--- config.mk ---
export PLATFORM = sky130hd
export DESIGN_NAME = wide_compare_seq
export DESIGN_NICKNAME = d
export VERILOG_FILES = /design/src/rtl/wide_cmp_pkg.sv /design/src/rtl/comparator_4bit.sv /design/src/rtl/wide_compare_seq.sv
export SDC_FILE = /design/constraint.sdc
export NUM_CORES = 1
export LEC_CHECK = 0
export BUFFER_PORTS_ARGS = -buffer_cell sky130_fd_sc_hd__buf_2
export CAP_MARGIN = 20
export CORE_MARGIN = 4
export CORE_UTILIZATION = 35
export CTS_CLUSTER_SIZE = 10
export DETAILED_ROUTE_END_ITERATION = 12
export PLACE_DENSITY = 0.63
export SLEW_MARGIN = 30
export SYNTH_ARGS = -nofsm -noshare
export SYNTH_HDL_FRONTEND = slang
export SYNTH_SLANG_ARGS = --single-unit
--- constraint.sdc ---
create_clock -name clk -period 3 [get_ports clk]
set_clock_uncertainty 0.1 [all_clocks]
set_input_delay 0.15 -clock clk [delete_from_list [all_inputs] [get_ports clk]]
set_output_delay 0.15 -clock clk [all_outputs]
set_load 0.1 [all_outputs]
--- src/rtl/wide_cmp_pkg.sv ---
// Shared types and constants for the sequential wide magnitude comparator.
// Holds the FSM state encoding, the one-hot result encoding and a small
// helper that maps the nibble comparator flags onto that encoding.
package wide_cmp_pkg;

    // Control FSM states.
    typedef enum logic [1:0] {
        IDLE = 2'd0,
        CMP  = 2'd1,
        DONE = 2'd2
    } state_t;

    // Result flags, one-hot while a result is presented, all-zero otherwise.
    typedef struct packed {
        logic gt;
        logic lt;
        logic eq;
    } res_t;

    localparam res_t RES_NONE = 3'b000;
    localparam res_t RES_GT   = 3'b100;
    localparam res_t RES_LT   = 3'b010;
    localparam res_t RES_EQ   = 3'b001;

    // Map a decided (unequal) nibble comparison onto the result encoding.
    function automatic res_t encode_res(input logic gt, input logic lt);
        if (gt)      return RES_GT;
        else if (lt) return RES_LT;
        else         return RES_EQ;
    endfunction

endpackage

--- src/rtl/comparator_4bit.sv ---
// Purely combinational unsigned 4-bit magnitude comparator.
// Time-shared by wide_compare_seq, which feeds it one nibble per cycle.
module comparator_4bit (
    input  logic [3:0] a,
    input  logic [3:0] b,
    output logic       gt,
    output logic       lt,
    output logic       eq
);

    assign gt = (a > b);
    assign lt = (a < b);
    assign eq = (a == b);

endmodule

--- src/rtl/wide_compare_seq.sv ---
// Multi-cycle WIDTH-bit magnitude comparator. Operands are captured on a
// valid/ready accept, then scanned one nibble per cycle from MSB to LSB
// through a single comparator_4bit, stopping at the first unequal nibble.
// The result is held with valid/ready until the consumer takes it.
//
// Build option: define WIDE_CMP_SIGNED_EN to treat the operands as two's
// complement (the sign bit of the top nibble is flipped before comparing).
module wide_compare_seq
    import wide_cmp_pkg::*;
#(
    parameter  int WIDTH = 16,
    localparam int NIB   = WIDTH / 4,
    localparam int CNT_W = $clog2(NIB + 1)
) (
    input  logic             clk,
    input  logic             rst,
    input  logic             start_valid,
    output logic             start_ready,
    input  logic [WIDTH-1:0] a_in,
    input  logic [WIDTH-1:0] b_in,
    output logic             res_valid,
    input  logic             res_ready,
    output logic             gt,
    output logic             lt,
    output logic             eq,
    output logic [CNT_W-1:0] nib_cnt,
    output logic             busy
);

    localparam int IDX_W = (NIB > 1) ? $clog2(NIB) : 1;
    localparam logic [IDX_W-1:0] IDX_TOP = IDX_W'(NIB - 1);

    state_t           state_q;
    state_t           state_d;
    logic [WIDTH-1:0] a_q;
    logic [WIDTH-1:0] b_q;
    logic [IDX_W-1:0] idx_q;
    logic [CNT_W-1:0] cnt_q;
    res_t             res_q;

    logic [3:0]       nib_a;
    logic [3:0]       nib_b;
    logic [3:0]       cmp_a;
    logic [3:0]       cmp_b;
    logic             cmp_gt;
    logic             cmp_lt;
    logic             cmp_eq;
    logic             last_nib;

    // Select the nibble under examination from the captured operands.
    assign nib_a    = a_q[{idx_q, 2'b00} +: 4];
    assign nib_b    = b_q[{idx_q, 2'b00} +: 4];
    assign last_nib = (idx_q == '0);

`ifdef WIDE_CMP_SIGNED_EN
    // Flipping the sign bit of the top nibble turns a two's complement
    // ordering into an unsigned one; lower nibbles are already unsigned.
    logic msb_nib;
    assign msb_nib = (idx_q == IDX_TOP);
    assign cmp_a   = {nib_a[3] ^ msb_nib, nib_a[2:0]};
    assign cmp_b   = {nib_b[3] ^ msb_nib, nib_b[2:0]};
`else
    assign cmp_a   = nib_a;
    assign cmp_b   = nib_b;
`endif

    comparator_4bit u_cmp (
        .a  (cmp_a),
        .b  (cmp_b),
        .gt (cmp_gt),
        .lt (cmp_lt),
        .eq (cmp_eq)
    );

    // State register.
    always_ff @(posedge clk or posedge rst) begin
        // NOTE: sequential state is updated with non-blocking assignments so
        // every register samples pre-edge values regardless of block order.
        if (rst) state_q <= IDLE;
        else     state_q <= state_d;
    end

    // Next-state logic: accept, scan until a nibble differs or the LSB
    // nibble is done, then hold the result until the consumer takes it.
    always_comb begin
        // NOTE: default assignment first so no path through the case leaves
        // state_d unassigned, which would otherwise infer a latch.
        state_d = state_q;
        case (state_q)
            IDLE:    if (start_valid)            state_d = CMP;
            CMP:     if (!cmp_eq || last_nib)    state_d = DONE;
            DONE:    if (res_ready)              state_d = IDLE;
            default:                             state_d = IDLE;
        endcase
    end

    // Output logic: handshakes from state, result fields only shown in DONE.
    always_comb begin
        start_ready = (state_q == IDLE);
        res_valid   = (state_q == DONE);
        busy        = (state_q != IDLE);
        gt          = res_valid & res_q.gt;
        lt          = res_valid & res_q.lt;
        eq          = res_valid & res_q.eq;
        nib_cnt     = res_valid ? cnt_q : '0;
    end

    // Datapath: operand capture, nibble index, examined-nibble count, result.
    always_ff @(posedge clk or posedge rst) begin
        if (rst) begin
            // NOTE: the operand registers are datapath-only, but they are
            // cleared here as well so an abandoned compare leaves no residue.
            a_q   <= '0;
            b_q   <= '0;
            idx_q <= '0;
            cnt_q <= '0;
            res_q <= RES_NONE;
        end else begin
            case (state_q)
                IDLE: begin
                    if (start_valid) begin
                        a_q   <= a_in;
                        b_q   <= b_in;
                        idx_q <= IDX_TOP;
                        cnt_q <= '0;
                        res_q <= RES_NONE;
                    end
                end
                CMP: begin
                    cnt_q <= cnt_q + CNT_W'(1);
                    if (!cmp_eq)       res_q <= encode_res(cmp_gt, cmp_lt);
                    else if (last_nib) res_q <= RES_EQ;
                    else               idx_q <= idx_q - IDX_W'(1);
                end
                DONE: begin
                    if (res_ready) begin
                        res_q <= RES_NONE;
                        cnt_q <= '0;
                    end
                end
                default: begin
                    res_q <= RES_NONE;
                    cnt_q <= '0;
                end
            endcase
        end
    end

endmodule

# [After elaboration in Yosys (flattened, before gate mapping)]
# Index checks and enable logic that the tools add are counted.
[word_totals] regBits=42 latchBits=0 mem_bits_rw=0 mem_bits_ro=0 output_inout_bits=9 n_memories=0
[classes] add_sub_neg=2 n_mul=0 div_mod_pow=0 n_lt_le_gt_ge=2 n_eq_ne=9 shift=2 n_mux=17 bitwise=3 n_reduce_logical=11
[op_table] operator="indexed part select 16 x 5 -> 4 bit" count=2
[op_table] operator="two-way mux 3 bit" count=6
[op_table] operator="one-hot mux 3 bit (3 select lines)" count=2
[op_table] operator="two-way mux 2 bit" count=7
[op_table] operator="!= test 2 bit, second input constant" count=4
[op_table] operator="one-hot mux 2 bit (3 select lines)" count=1
[op_table] operator="AND reduction 3 bit" count=2
[op_table] operator="== test 4 bit" count=1
[op_table] operator="> comparator 4 bit" count=1
[op_table] operator="logical NOT 2 bit" count=2
[op_table] operator="< comparator 4 bit" count=1
[op_table] operator="one-hot mux 2 bit (2 select lines)" count=1
[op_table] operator="AND reduction 2 bit" count=2
[op_table] operator="AND reduction 4 bit" count=1
[op_table] operator="nonzero test 2 bit" count=2
[op_table] operator="adder 3 x 1 -> 3 bit, second input constant" count=1
[op_table] operator="bitwise AND 1 bit" count=3
[op_table] operator="!= test 3 bit, second input constant" count=1
[op_table] operator="== test 2 x 1 -> 1 bit, second input constant" count=1
[op_table] operator="== test 2 bit, second input constant" count=1
[op_table] operator="!= test 2 x 1 -> 1 bit, second input constant" count=1
[op_table] operator="subtractor 2 x 1 -> 2 bit, second input constant" count=1
[op_table] operator="logical NOT 1 bit" count=1
[op_table] operator="logical OR 1 bit" count=1

# [Depth between registers and ports, before layout]
# Gate-level depths: netlist of run 1.
[depth] depth_word=6 depth_mapped=8

# [By module]
# Synthesis of run 1 repeated with hierarchy kept, for this count alone.
[unflattened] hier_cells=148 hier_area_um2=2085.8
[by_module_without_submodules] module="wide_compare_seq" instances=1 cells_each=132 area_each_um2=1956.9 seq_area_each_um2=1051.0
[by_module_without_submodules] module="comparator_4bit" instances=1 cells_each=16 area_each_um2=128.9 seq_area_each_um2=0.0

# [Worst setup path after synthesis of run 1]
# OpenSTA, ideal clock, no wires.
[synth_timing] path_type="reg2out" from="reg state_q[1]" to="out eq" t_arrival_ns=2.910 setup_slack_ns=-0.160 stages_incl_launch_ff=4 cell_sequence="dfrtp_1 > buf_2 > nor2b_1 > and2_1"
[synth_between] elab_chain_len=2
[synth_lines] item="from (decl)" line_no="wide_compare_seq.sv:33" rtl="state_t state_q;"
[synth_lines] item="from (signal assigned)" line_no="wide_compare_seq.sv:80" rtl="else state_q <= state_d;"
[synth_lines] item="== test 2 bit" line_no="wide_compare_seq.sv:100" rtl="res_valid = (state_q == DONE);"
[synth_lines] item="via res_valid" line_no="wide_compare_seq.sv:21" rtl="output logic res_valid,"
[synth_lines] item="bitwise AND 1 bit" line_no="wide_compare_seq.sv:104" rtl="eq = res_valid & res_q.eq;"
[synth_lines] item="to (decl)" line_no="wide_compare_seq.sv:25" rtl="output logic eq,"
# The timed path passes the listed nets, and every way through them passes these cells.

# [Final worst setup path of run 1]
[layout_timing] from="reg idx_q[0]" to="reg idx_q[1]"
[layout_between] elab_chain_len=4
[layout_lines] item="from (decl)" line_no="wide_compare_seq.sv:37" rtl="logic [IDX_W-1:0] idx_q;"
[layout_lines] item="from (signal assigned)" line_no="wide_compare_seq.sv:133" rtl="else idx_q <= idx_q - IDX_W'(1);"
[layout_lines] item="indexed part select 16 x 5 -> 4 bit, or another cell as far along" line_no="wide_compare_seq.sv:51" rtl="assign nib_a = a_q[{idx_q, 2'b00} +: 4];"
[layout_lines] item="== test 4 bit or two-way mux 2 bit (tied branches)" line_no="comparator_4bit.sv:13, wide_compare_seq.sv:132"
[layout_lines] item="!= test 2 bit (no source line) or two-way mux 2 bit (tied branches)"
[layout_lines] item="AND reduction 4 bit (no source line) or one-hot mux 2 bit (2 select lines) (tied branches)"
# Parallel ways exist; a longest one is shown, timed or not. The select of a mux whose other input is x is not followed.
# A chain may end at the register's enable or synchronous reset.

==> flow_results.xml, run 1 <==
<?xml version="1.0" encoding="UTF-8"?>
<metrics>
  <group name="synth">
    <metric name="yosysWarnings" unit="">0</metric>
    <metric name="netlist_top_cells_area" unit="">sky130_fd_sc_hd__dfrtp_1 52%, sky130_fd_sc_hd__mux2_2 18%, sky130_fd_sc_hd__mux4_2 8.8%, sky130_fd_sc_hd__ha_1 3.7%, sky130_fd_sc_hd__and2_1 2.1%</metric>
    <metric name="synth_cell_types" unit="">29</metric>
    <metric name="syn_nets" unit="">191</metric>
    <metric name="largest_family_of_logic_cells_by_synthesized_area" unit="">multiplexers</metric>
    <metric name="synth_enable_flop_cells" unit="">0</metric>
    <metric name="synth_xor_xnor_area_share" unit="%">0</metric>
    <metric name="most_instantiated_library_cell_after_synthesis" unit="">sky130_fd_sc_hd__dfrtp_1</metric>
    <metric name="synthMuxAreaShare" unit="%">26.54</metric>
    <metric name="commonest_register_cell_after_synthesis" unit="">sky130_fd_sc_hd__dfrtp_1</metric>
    <metric name="post_synth_inst_count" unit="">149</metric>
    <metric name="async_flop_share" unit="%">100.0</metric>
    <metric name="synth.avg_cell_area" unit="um2">13.67</metric>
    <metric name="synth_common_cells" unit="">42 x sky130_fd_sc_hd__dfrtp_1, 32 x sky130_fd_sc_hd__mux2_2, 11 x sky130_fd_sc_hd__inv_1</metric>
    <metric name="synth_adder_area_share" unit="%">3.686</metric>
    <metric name="compound_cell_area_share_of_the_yosys_netlist" unit="%">7.187</metric>
    <metric name="synth-seq-cells" unit="">42</metric>
    <metric name="leading_area_contributor_after_synthesis" unit="">sky130_fd_sc_hd__dfrtp_1</metric>
    <metric name="synthesis.area" unit="mm2">0.002037</metric>
    <metric name="synth.yosys.seq_area_share" unit="%">51.60</metric>
    <metric name="post-synth-top-area-fraction" unit="%">51.60</metric>
    <metric name="post_synth_and_or_nand_nor_area_fraction" unit="%">6.634</metric>
  </group>
  <group name="sta">
    <metric name="setup_total_negative_slack" unit="ns">0</metric>
    <metric name="clock.fmax" unit="MHz">408.2</metric>
    <metric name="hold_viol" unit="">0</metric>
    <metric name="grt_setup_unrepaired" unit="">no</metric>
    <metric name="slew_violations" unit="">0</metric>
    <metric name="worst_slew_pin_slew" unit="ns">0.8474</metric>
    <metric name="worst_slack" unit="ns">0.5502</metric>
    <metric name="setup-violations-final" unit="">0</metric>
    <metric name="relSlewSlack" unit="%">43.16</metric>
    <metric name="min_period_over_period" unit="%">81.66</metric>
    <metric name="fin_crit" unit="ns">2.450</metric>
  </group>
  <group name="placement">
    <metric name="placed_cell_area" unit="mm2">0.002325</metric>
    <metric name="pre_cts_ws" unit="ns">0.5211</metric>
    <metric name="gpl.final_weighted_congestion" unit="">0.7919</metric>
    <metric name="dp.final_hpwl" unit="mm">2.768</metric>
    <metric name="port-buffer-count" unit="">44</metric>
  </group>
  <group name="layout">
    <metric name="number_of_nets_in_the_final_layout" unit="">273</metric>
    <metric name="finalInstanceArea" unit="mm2">0.002775</metric>
    <metric name="areaGrowthSynthToFinish" unit="%">36.24</metric>
    <metric name="final_util" unit="%">49.79</metric>
    <metric name="ant_diodes" unit="">0</metric>
    <metric name="drive_above_1_share" unit="%">41.81</metric>
  </group>
  <group name="global_routing">
    <metric name="globalRoute.totalOverflow" unit="">0</metric>
    <metric name="antenna_found_initial" unit="">0</metric>
    <metric name="grt_start_max_net_pins" unit="">35</metric>
    <metric name="globalRouteTotalUtil" unit="%">12.06</metric>
    <metric name="grt_pass1_wl" unit="mm">6.948</metric>
    <metric name="grt_pass1_vias" unit="">1537</metric>
  </group>
  <group name="clock_tree">
    <metric name="post_cts.repair.setup_buffers" unit="">0</metric>
    <metric name="total_clock_buffers_created_by_cts" unit="">5</metric>
    <metric name="clkLatencyLatePin" unit="ns">0.29</metric>
    <metric name="cts.clk_slew.worst_paths" unit="ns">0.08</metric>
    <metric name="cts.repair.resized" unit="">0</metric>
    <metric name="tritoncts" unit="">built</metric>
    <metric name="cts_max_level" unit="">2</metric>
    <metric name="cts_max_path_buffers" unit="">2</metric>
    <metric name="cts.sink_count" unit="">42</metric>
    <metric name="cts_hold_buf" unit="">34</metric>
    <metric name="cts.root.buffer_cell" unit="">sky130_fd_sc_hd__clkbuf_8</metric>
  </group>
  <group name="detailed_routing">
    <metric name="route.vias.total" unit="">1422</metric>
    <metric name="drt-vias-per-instance" unit="">4.678</metric>
    <metric name="detail_route.iter0.violations" unit="">35</metric>
    <metric name="post-route-drc-count" unit="">0</metric>
    <metric name="wire_per_inst" unit="um">13.13</metric>
    <metric name="antenna_violating_nets_left" unit="">0</metric>
    <metric name="detail_route.wirelength" unit="mm">3.993</metric>
    <metric name="drt_pass1_iterations" unit="">4</metric>
  </group>
  <group name="min_path">
    <metric name="hp-class" unit="">in2reg</metric>
    <metric name="hold_depth" unit="">5</metric>
    <metric name="worst_hold_path.endpoint" unit="">cnt_q[0]</metric>
    <metric name="min_delay_startpoint" unit="">start_valid</metric>
  </group>
  <group name="worst_setup_path">
    <metric name="worst-endpoint-arrival" unit="ns">2.53</metric>
    <metric name="cp_slowest_stage_delay" unit="ns">0.67</metric>
    <metric name="worst-path-max-fanout" unit="">9</metric>
    <metric name="cp.required" unit="ns">3.08</metric>
    <metric name="cp_cell_sequence" unit="">mux4_2 &gt; ha_1 &gt; and4_1 &gt; o21a_1 &gt; a22oi_1 &gt; o22a_1</metric>
    <metric name="timing.rr.start" unit="">idx_q[0]</metric>
    <metric name="r2r.worst_path.cells" unit="">6</metric>
    <metric name="critical-path-slowest-cell" unit="">sky130_fd_sc_hd__dfrtp_1</metric>
    <metric name="r2r_slack" unit="ns">0.55</metric>
    <metric name="timing.critical_path.from_type" unit="">flip-flop</metric>
    <metric name="critical_path.endpoint_type" unit="">flip-flop</metric>
    <metric name="rr_endpoint" unit="">idx_q[1]</metric>
    <metric name="crit_type" unit="">reg2reg</metric>
  </group>
  <group name="power">
    <metric name="ratio_of_total_power_to_cell_area" unit="mW/mm2">962.0</metric>
    <metric name="leakagePower" unit="uW">0.001277</metric>
    <metric name="vdd.ir_drop.worst" unit="mV">0.7503</metric>
  </group>
  <group name="floorplanning">
    <metric name="rows" unit="">27</metric>
    <metric name="core" unit="mm2">0.005574</metric>
    <metric name="die_width" unit="um">84.29</metric>
    <metric name="effective_utilization_at_floorplan" unit="%">36.54</metric>
    <metric name="die_area" unit="mm2">0.007105</metric>
    <metric name="io-pin-count" unit="">45</metric>
    <metric name="fp.dieH" unit="um">84.29</metric>
  </group>
  <group name="flow_run">
    <metric name="drv_cap" unit="">0</metric>
  </group>
  <group name="run_status">
    <metric name="status" unit="">finished clean</metric>
  </group>
</metrics>
[kinds of logic (layout without fill, tap and decap cells)]
family          after synthesis  in the layout
compound gates               22             22
flops                        42             42
fa+ha+maj                     6              6
simple gates                 22             22
mux                          40             40
buf+inv                      17            100
[worst max-delay path: cells and delay by family (launching register included)]
| kind | cells | cell delay [ns] |
|---|---|---|
| simple gates | 1 | 0.24 |
| fa+ha+maj | 1 | 0.34 |
| mux | 1 | 0.57 |
| compound gates | 3 | 0.41 |
| flops | 1 | 0.67 |
[report_power, final]
| part | switching (uW) | internal (uW) | leakage (uW) | total [uW] |
|---|---|---|---|---|
| sequential | 175 | 827 | 0.000500 | 1000 |
| clock | 198 | 248 | 0.0000514 | 446 |
| combinational | 622 | 599 | 0.000725 | 1220 |
| total | 995 | 1670 | 0.00128 | 2670 |
[stage by stage]
stage | instances | power (uW) | hold slack [ns]
after floorplan | 149 | 1999 | 0.1579
after global placement | 262 | 2196 | 0.2819
after detailed placement | 262 | 2216 | 0.2854
after CTS | 304 | 2699 | 0.3105
after global routing | 304 | 2869 | 0.4018
final | 304 | 2670 | 0.3181
[placed cells by master, fill, tap and decap left out]
cell | netlist | routed
sky130_fd_sc_hd__a21oi_1 | 5 | 5
sky130_fd_sc_hd__nor2b_2 | 0 | 1
sky130_fd_sc_hd__mux4_2 | 8 | 8
sky130_fd_sc_hd__a22oi_1 | 1 | 1
sky130_fd_sc_hd__nand4_1 | 1 | 1
sky130_fd_sc_hd__nor3b_4 | 1 | 1
sky130_fd_sc_hd__clkbuf_8 | 0 | 5
sky130_fd_sc_hd__dfrtp_1 | 42 | 42
sky130_fd_sc_hd__and2_1 | 7 | 7
sky130_fd_sc_hd__or2_2 | 1 | 1
sky130_fd_sc_hd__a211o_1 | 1 | 1
sky130_fd_sc_hd__inv_1 | 11 | 10
sky130_fd_sc_hd__o21a_1 | 1 | 1
sky130_fd_sc_hd__buf_2 | 2 | 44
sky130_fd_sc_hd__mux2_2 | 32 | 32
sky130_fd_sc_hd__clkbuf_1 | 1 | 1
sky130_fd_sc_hd__ha_1 | 6 | 6
sky130_fd_sc_hd__nor2b_1 | 3 | 2
sky130_fd_sc_hd__bufinv_16 | 0 | 1
sky130_fd_sc_hd__o21ai_0 | 6 | 6
sky130_fd_sc_hd__buf_4 | 0 | 3
sky130_fd_sc_hd__a211oi_1 | 1 | 1
sky130_fd_sc_hd__clkinv_1 | 0 | 1
sky130_fd_sc_hd__and4_1 | 1 | 1
sky130_fd_sc_hd__a32o_1 | 1 | 1
sky130_fd_sc_hd__clkinvlp_4 | 0 | 1
sky130_fd_sc_hd__o31ai_1 | 1 | 1
sky130_fd_sc_hd__o22a_1 | 2 | 2
sky130_fd_sc_hd__a22o_1 | 1 | 1
sky130_fd_sc_hd__nand2_1 | 4 | 4
sky130_fd_sc_hd__nor2_1 | 3 | 3
sky130_fd_sc_hd__dlygate4sd3_1 | 0 | 34
sky130_fd_sc_hd__nand2b_1 | 1 | 1
sky130_fd_sc_hd__o2bb2ai_1 | 1 | 1
sky130_fd_sc_hd__a21o_1 | 1 | 1
[how the worst max path moves through the flow]
stage / startpoint / end / slack [ns]
finish: idx_q[0] / idx_q[1] / 0.55
CTS: idx_q[0] / idx_q[1] / 0.51
detailed placement: idx_q[0] / idx_q[1] / 0.52
global route: idx_q[0] / res_q[1] / 0.35
global placement: idx_q[0] / idx_q[1] / 0.59
floorplan: state_q[1] / eq / 0.46
[layer usage]
metal	global-route usage, %	routed length [um]	vias up
met3	3.337	232	7
met1	15.48	1815	672
li1	-	-	707
met4	3.363	47	0
met2	20.01	1897	36
met5	0	0	-
[layout make-up]
type	instances	area (um2)
Tap cell	72	90.09
Multi-Input combinational cell	90	899.6
Sequential cell	42	1051
Clock buffer	6	72.57
Timing Repair Buffer	81	583.1
Inverter	11	41.29
Clock inverter	2	37.54
Fill cell	497	2799
[registers in the layout, indices dropped and copies added (netlist names)]
signal   cells
b_q         16
cnt_q        3
a_q         16
state_q      2
idx_q        2
res_q        3
Power figures use the tool's default switching activity.
==> run 2, diff against run 1 <==
--- a/config.mk
+++ b/config.mk
@@ -11,7 +11,7 @@
 export CORE_UTILIZATION = 35
 export CTS_CLUSTER_SIZE = 10
 export DETAILED_ROUTE_END_ITERATION = 12
-export PLACE_DENSITY = 0.63
+export PLACE_DENSITY = 0.65
 export SLEW_MARGIN = 30
 export SYNTH_ARGS = -nofsm -noshare
 export SYNTH_HDL_FRONTEND = slang
==> constraint.sdc (replaced) <==
create_clock -name clk -period 2.15 [get_ports clk]
set_clock_uncertainty 0.1 [all_clocks]
set_input_delay 0.1075 -clock clk [delete_from_list [all_inputs] [get_ports clk]]
set_output_delay 0.1075 -clock clk [all_outputs]
set_load 0.1 [all_outputs]
==> flow_results.xml, run 2 (synthesized netlist as in run 1, its figures left out) <==
<?xml version="1.0" encoding="UTF-8"?>
<metrics>
  <group name="run_status">
    <metric name="status" unit="">finished, violations left</metric>
    <metric name="failing_checks" unit="">setup timing</metric>
  </group>
  <group name="global_routing">
    <metric name="grt_start_max_net_pins" unit="">43</metric>
    <metric name="globalRoute.totalOverflow" unit="">0</metric>
    <metric name="grt_pass1_vias" unit="">1595</metric>
    <metric name="grt_pass1_wl" unit="mm">7.210</metric>
    <metric name="globalRouteTotalUtil" unit="%">12.47</metric>
    <metric name="antenna_found_initial" unit="">0</metric>
  </group>
  <group name="layout">
    <metric name="layout.area.seq" unit="mm2">0.001052</metric>
    <metric name="drive_above_1_share" unit="%">46.19</metric>
    <metric name="final_layout_fill_cell_count" unit="">503</metric>
    <metric name="number_of_nets_in_the_final_layout" unit="">277</metric>
    <metric name="areaGrowthSynthToFinish" unit="%">41.71</metric>
    <metric name="ant_diodes" unit="">0</metric>
    <metric name="stdcell_count" unit="">308</metric>
    <metric name="reg.largest.list" unit="">a_q (16), b_q (16)</metric>
    <metric name="most-common-layout-cells" unit="">44 x sky130_fd_sc_hd__buf_2, 41 x sky130_fd_sc_hd__dfrtp_1, 34 x sky130_fd_sc_hd__dlygate4sd3_1</metric>
    <metric name="multi_input_area" unit="um2">953.4</metric>
    <metric name="mostFrequentLayoutCell" unit="">sky130_fd_sc_hd__buf_2</metric>
  </group>
  <group name="flow_run">
    <metric name="drv_cap" unit="">0</metric>
  </group>
  <group name="sta">
    <metric name="setup-violations-final" unit="">4</metric>
    <metric name="fin_crit" unit="ns">2.180</metric>
    <metric name="min_period_over_period" unit="%">101.4</metric>
    <metric name="slew_violations" unit="">0</metric>
    <metric name="relSlewSlack" unit="%">66.12</metric>
    <metric name="worst_slew_pin_slew" unit="ns">0.5082</metric>
    <metric name="hold_viol" unit="">0</metric>
    <metric name="grt_setup_unrepaired" unit="">yes</metric>
    <metric name="worst_slack" unit="ns">-0.02998</metric>
    <metric name="clock.fmax" unit="MHz">458.7</metric>
    <metric name="setup_total_negative_slack" unit="ns">-0.05751</metric>
  </group>
  <group name="detailed_routing">
    <metric name="wire_per_inst" unit="um">12.94</metric>
    <metric name="post-route-drc-count" unit="">0</metric>
    <metric name="route.vias.total" unit="">1469</metric>
    <metric name="drt-vias-per-instance" unit="">4.769</metric>
    <metric name="detail_route.wirelength" unit="mm">3.985</metric>
    <metric name="antenna_violating_nets_left" unit="">0</metric>
    <metric name="drt_pass1_iterations" unit="">4</metric>
    <metric name="detail_route.iter0.violations" unit="">50</metric>
  </group>
  <group name="floorplanning">
    <metric name="fp.dieH" unit="um">84.29</metric>
    <metric name="rows" unit="">27</metric>
    <metric name="die_area" unit="mm2">0.007105</metric>
    <metric name="io-pin-count" unit="">45</metric>
    <metric name="effective_utilization_at_floorplan" unit="%">36.54</metric>
    <metric name="die_width" unit="um">84.29</metric>
    <metric name="core" unit="mm2">0.005574</metric>
  </group>
  <group name="placement">
    <metric name="dp.final_hpwl" unit="mm">2.737</metric>
    <metric name="pre_cts_ws" unit="ns">-0.06791</metric>
    <metric name="post-place-cells" unit="">264</metric>
    <metric name="port-buffer-count" unit="">44</metric>
    <metric name="gpl.final_weighted_congestion" unit="">0.7347</metric>
  </group>
  <group name="clock_tree">
    <metric name="clkLatencyLatePin" unit="ns">0.29</metric>
    <metric name="cts_max_path_buffers" unit="">2</metric>
    <metric name="cts.root.buffer_cell" unit="">sky130_fd_sc_hd__clkbuf_8</metric>
    <metric name="cts.clk_slew.worst_paths" unit="ns">0.07</metric>
    <metric name="total_clock_buffers_created_by_cts" unit="">5</metric>
    <metric name="cts.sink_count" unit="">42</metric>
    <metric name="cts_max_level" unit="">2</metric>
    <metric name="tritoncts" unit="">built</metric>
  </group>
  <group name="power">
    <metric name="final_power" unit="uW">3910</metric>
    <metric name="vdd.ir_drop.worst" unit="mV">1.200</metric>
    <metric name="leakagePower" unit="uW">0.001320</metric>
    <metric name="ratio_of_total_power_to_cell_area" unit="mW/mm2">1355</metric>
  </group>
  <group name="worst_setup_path">
    <metric name="worst-endpoint-arrival" unit="ns">2.26</metric>
    <metric name="worst-path-buf-inv" unit="">1</metric>
    <metric name="critical-path-slowest-cell" unit="">sky130_fd_sc_hd__mux4_2</metric>
    <metric name="cp.required" unit="ns">2.23</metric>
    <metric name="cp_slowest_stage_delay" unit="ns">0.54</metric>
    <metric name="crit_type" unit="">reg2reg</metric>
    <metric name="critPathTopFamily" unit="">multiplexers</metric>
    <metric name="timing.critical_path.from_type" unit="">flip-flop</metric>
    <metric name="worst-path-max-fanout" unit="">6</metric>
    <metric name="cp_cell_sequence" unit="">buf_12 &gt; mux4_2 &gt; ha_4 &gt; and4_4 &gt; o21a_1 &gt; a22oi_1 &gt; o22a_1</metric>
    <metric name="critical_path.endpoint_type" unit="">flip-flop</metric>
  </group>
  <group name="min_path">
    <metric name="hp-class" unit="">in2reg</metric>
  </group>
</metrics>
[run 2: path summary, 6_finish.rpt]
check / startpoint / to / slack (ns) / cells after the start
setup / recovery: idx_q[0] / idx_q[1] / -0.03 / 7
hold / removal: start_valid / cnt_q[0] / 0.28 / 5
setup reg to reg: idx_q[0] / idx_q[1] / -0.03 / 7
hold reg to reg: cnt_q[2] / cnt_q[2] / 0.39 / 1
max in group asynchronous: rst / idx_q[0] / 1.20 / 4
min in group asynchronous: rst / b_q[2] / 0.38 / 4
[run 2: through the flow]
stage	utilization [%]	hold WS (ns)	area, um2
3_3_place_gp	42.96	0.1673	2395
6_report	51.78	0.2764	2887
3_5_place_dp	42.96	0.1681	2395
5_1_grt	51.78	0.2840	2887
2_1_floorplan	-	0.1148	2076
4_1_cts	51.72	0.2598	2883
[run 2: worst min-delay path: cells and delay by family]
family                 cells  cell delay, ns
AND/OR/NAND/NOR            2            0.24
AO/OA/AOI/OAI              2            0.17
buffers and inverters      1            0.09
[run 2: area by class of cell]
class / instances / share of cell area [%]
Timing Repair Buffer: 85 / 22.80
Multi-Input combinational cell: 90 / 33.03
Sequential cell: 42 / 36.45
Clock buffer: 7 / 2.991
Inverter: 11 / 1.430
Clock inverter: 1 / 0.1734
Tap cell: 72 / 3.121
[run 2: routing by layer]
layer / wire length [um] / part of all wire, % / up-vias / GRT usage [%]
li1: - / - / 713 / -
met5: 0 / 0 / - / 0
met1: 1853 / 46 / 713 / 15.85
met3: 220 / 5.5 / 5 / 3.533
met2: 1871 / 47 / 38 / 21.02
met4: 40 / 1.0 / 0 / 3.070
[run 2: what timing repair did]
action                     CTS  global route
gates cloned                 1             0
setup buffers                1             0
pin swaps                    1             4
setup endpoints to repair    5             7
resized for setup            6             1
hold endpoints to repair    75             0
hold buffers                34             0
[run 2: report_power, final]
| part | switching [uW] | internal, uW | total [uW] |
|---|---|---|---|
| registers | 229 | 1160 | 1390 |
| logic | 977 | 1030 | 2010 |
| clock network | 254 | 259 | 513 |
==> run 3, diff against run 2 <==
--- a/config.mk
+++ b/config.mk
@@ -5,13 +5,14 @@
 export SDC_FILE = /design/constraint.sdc
 export NUM_CORES = 1
 export LEC_CHECK = 0
-export BUFFER_PORTS_ARGS = -buffer_cell sky130_fd_sc_hd__buf_2
 export CAP_MARGIN = 20
 export CORE_MARGIN = 4
 export CORE_UTILIZATION = 35
 export CTS_CLUSTER_SIZE = 10
 export DETAILED_ROUTE_END_ITERATION = 12
-export PLACE_DENSITY = 0.65
+export DONT_BUFFER_PORTS = 1
+export PLACE_DENSITY = 0.58
+export SETUP_SLACK_MARGIN = 0.15
 export SLEW_MARGIN = 30
 export SYNTH_ARGS = -nofsm -noshare
 export SYNTH_HDL_FRONTEND = slang
==> flow_results.xml, run 3 (synthesized netlist as in run 1, its figures left out) <==
<?xml version="1.0" encoding="UTF-8"?>
<metrics>
  <group name="worst_setup_path">
    <metric name="critPathLaunch" unit="">idx_q[0]</metric>
    <metric name="worst-endpoint-arrival" unit="ns">2.30</metric>
    <metric name="worst-path-max-fanout" unit="">10</metric>
    <metric name="timing.rr.start" unit="">idx_q[0]</metric>
    <metric name="timing.critical_path.from_type" unit="">flip-flop</metric>
    <metric name="cp.required" unit="ns">2.23</metric>
    <metric name="critical_path.endpoint_type" unit="">flip-flop</metric>
    <metric name="crit_type" unit="">reg2reg</metric>
  </group>
  <group name="floorplanning">
    <metric name="die_width" unit="um">84.29</metric>
    <metric name="io-pin-count" unit="">45</metric>
    <metric name="fp.dieH" unit="um">84.29</metric>
    <metric name="rows" unit="">27</metric>
    <metric name="die_area" unit="mm2">0.007105</metric>
    <metric name="core" unit="mm2">0.005574</metric>
    <metric name="effective_utilization_at_floorplan" unit="%">36.54</metric>
  </group>
  <group name="layout">
    <metric name="reg.largest.list" unit="">a_q (16), b_q (16)</metric>
    <metric name="most-common-layout-cells" unit="">42 x sky130_fd_sc_hd__dfrtp_1, 34 x sky130_fd_sc_hd__dlygate4sd3_1, 32 x sky130_fd_sc_hd__mux2_2</metric>
    <metric name="mostFrequentLayoutCell" unit="">sky130_fd_sc_hd__dfrtp_1</metric>
    <metric name="drive_above_1_share" unit="%">39.50</metric>
    <metric name="final_layout_fill_cell_count" unit="">486</metric>
    <metric name="final_util" unit="%">50.48</metric>
    <metric name="ant_diodes" unit="">0</metric>
    <metric name="areaGrowthSynthToFinish" unit="%">38.14</metric>
    <metric name="number_of_nets_in_the_final_layout" unit="">241</metric>
  </group>
  <group name="placement">
    <metric name="gpl.final_weighted_congestion" unit="">0.7088</metric>
    <metric name="port-buffer-count" unit="">0</metric>
    <metric name="dp.final_hpwl" unit="mm">2.890</metric>
  </group>
  <group name="power">
    <metric name="vdd.ir_drop.worst" unit="mV">1.268</metric>
    <metric name="leakagePower" unit="uW">0.001198</metric>
    <metric name="share_of_power_burned_in_combinational_logic" unit="%">51.2</metric>
    <metric name="sw_pwr" unit="uW">1492</metric>
    <metric name="power.switching_fraction" unit="%">37.01</metric>
    <metric name="ratio_of_total_power_to_cell_area" unit="mW/mm2">1433</metric>
    <metric name="internal_power_summed_over_all_cells" unit="uW">2539</metric>
    <metric name="share_clk_of_total_power" unit="%">14.4</metric>
    <metric name="final_power" unit="uW">4031</metric>
    <metric name="power_frac_seq" unit="%">34.4</metric>
  </group>
  <group name="clock_tree">
    <metric name="cts_max_path_buffers" unit="">2</metric>
    <metric name="cts.root.buffer_cell" unit="">sky130_fd_sc_hd__clkbuf_8</metric>
    <metric name="clkLatencyLatePin" unit="ns">0.29</metric>
    <metric name="cts_max_level" unit="">2</metric>
    <metric name="cts.sink_count" unit="">42</metric>
    <metric name="cts.clk_slew.worst_paths" unit="ns">0.07</metric>
    <metric name="total_clock_buffers_created_by_cts" unit="">5</metric>
    <metric name="tritoncts" unit="">built</metric>
  </group>
  <group name="detailed_routing">
    <metric name="wire_per_inst" unit="um">14.52</metric>
    <metric name="antenna_violating_nets_left" unit="">0</metric>
    <metric name="route.vias.total" unit="">1360</metric>
    <metric name="drt-vias-per-instance" unit="">5.000</metric>
    <metric name="detail_route.iter0.violations" unit="">79</metric>
    <metric name="drt_pass1_iterations" unit="">4</metric>
    <metric name="post-route-drc-count" unit="">0</metric>
    <metric name="detail_route.wirelength" unit="mm">3.949</metric>
  </group>
  <group name="sta">
    <metric name="setup_total_negative_slack" unit="ns">-0.2590</metric>
    <metric name="worst_slew_pin_slew" unit="ns">0.5280</metric>
    <metric name="relSlewSlack" unit="%">64.80</metric>
    <metric name="setup-violations-final" unit="">5</metric>
    <metric name="hold_viol" unit="">0</metric>
    <metric name="worst_slack" unit="ns">-0.07578</metric>
    <metric name="fin_crit" unit="ns">2.226</metric>
    <metric name="min_period_over_period" unit="%">103.5</metric>
    <metric name="clock.fmax" unit="MHz">449.3</metric>
    <metric name="slew_violations" unit="">0</metric>
    <metric name="grt_setup_unrepaired" unit="">yes</metric>
  </group>
  <group name="global_routing">
    <metric name="grt_pass1_vias" unit="">1536</metric>
    <metric name="globalRouteTotalUtil" unit="%">11.75</metric>
    <metric name="grt_pass1_wl" unit="mm">6.817</metric>
    <metric name="globalRoute.totalOverflow" unit="">0</metric>
    <metric name="antenna_found_initial" unit="">0</metric>
    <metric name="grt_start_max_net_pins" unit="">43</metric>
  </group>
  <group name="run_status">
    <metric name="failing_checks" unit="">setup timing</metric>
    <metric name="status" unit="">finished, violations left</metric>
  </group>
  <group name="min_path">
    <metric name="hp-class" unit="">in2reg</metric>
    <metric name="min_delay_startpoint" unit="">res_ready</metric>
  </group>
  <group name="flow_run">
    <metric name="drv_cap" unit="">0</metric>
  </group>
</metrics>
[run 3: changes by cell type in the layout (fill, tap and decap cells not counted), moves of 2 or more]
cell,change
sky130_fd_sc_hd__buf_2,-44
sky130_fd_sc_hd__o21ai_0,-2
sky130_fd_sc_hd__and2_2,+5
sky130_fd_sc_hd__and2_1,-5
sky130_fd_sc_hd__o21ai_1,+2
sky130_fd_sc_hd__buf_4,+3
sky130_fd_sc_hd__clkbuf_8,+2
sky130_fd_sc_hd__buf_12,+6
[run 3: timing repair]
action | CTS | global route
cloned | 0 | 0
buffers inserted | 1 | 1
hold buffers | 34 | 0
gates resized for setup | 4 | 4
setup endpoints to repair | 7 | 7
endpoints found under the hold margin | 75 | 0
pin swaps | 0 | 0
[run 3: through the flow]
step	hold slack [ns]	std cells	area (um2)	setup WS (ns)
2_1_floorplan	0.1148	149	2082	0.001080
3_3_place_gp	0.05681	228	2316	0.003789
3_5_place_dp	0.07114	228	2316	-0.08227
4_1_cts	0.02531	271	2794	-0.06636
5_1_grt	0.03956	272	2814	-0.1650
6_report	0.03409	272	2814	-0.07578
[run 3: final timing paths]
kind | to | slack, ns | cells after the start
setup / recovery | idx_q[1] | -0.08 | 7
hold / removal | res_q[0] | 0.03 | 3
setup reg to reg | idx_q[1] | -0.08 | 7
hold reg to reg | res_q[0] | 0.40 | 2
max in group asynchronous | cnt_q[2] | 1.29 | 3
min in group asynchronous | b_q[4] | 0.28 | 3
[run 3: cell type report]
type / instances / area [um2] / area share (%)
multi-input combinational: 90 / 968.4 / 34.42
tap: 72 / 90.09 / 3.201
timing repair buffer: 49 / 553.0 / 19.65
clock buffer: 8 / 110.1 / 3.913
inverter: 11 / 41.29 / 1.467
sequential: 42 / 1051 / 37.35
[run 3: worst max-delay path, cell delays in order (launching register included)]
cell	delay, ns
sky130_fd_sc_hd__dfrtp_1	0.38
sky130_fd_sc_hd__buf_12	0.15
sky130_fd_sc_hd__mux4_2	0.54
sky130_fd_sc_hd__ha_4	0.29
sky130_fd_sc_hd__and4_4	0.24
sky130_fd_sc_hd__o21a_1	0.16
sky130_fd_sc_hd__a22oi_1	0.08
sky130_fd_sc_hd__o22a_1	0.17
[run 3: layer usage]
layer,track usage (%),up-vias,share of wire (%)
li1,-,643,-
met1,13.67,667,43
met2,20.73,43,50
met3,3.925,7,6.1
met4,3.070,0,1.4
met5,0,-,0
[run 3: power by group through the flow]
| stage | clock network (uW) | registers (uW) | logic [uW] |
|---|---|---|---|
| floorplan | 0 | 1300 | 1570 |
| global placement | 0 | 1390 | 1810 |
| detailed placement | 0 | 1410 | 1870 |
| CTS | 596 | 1390 | 2010 |
| global route | 630 | 1440 | 2240 |
| finish | 579 | 1390 | 2060 |
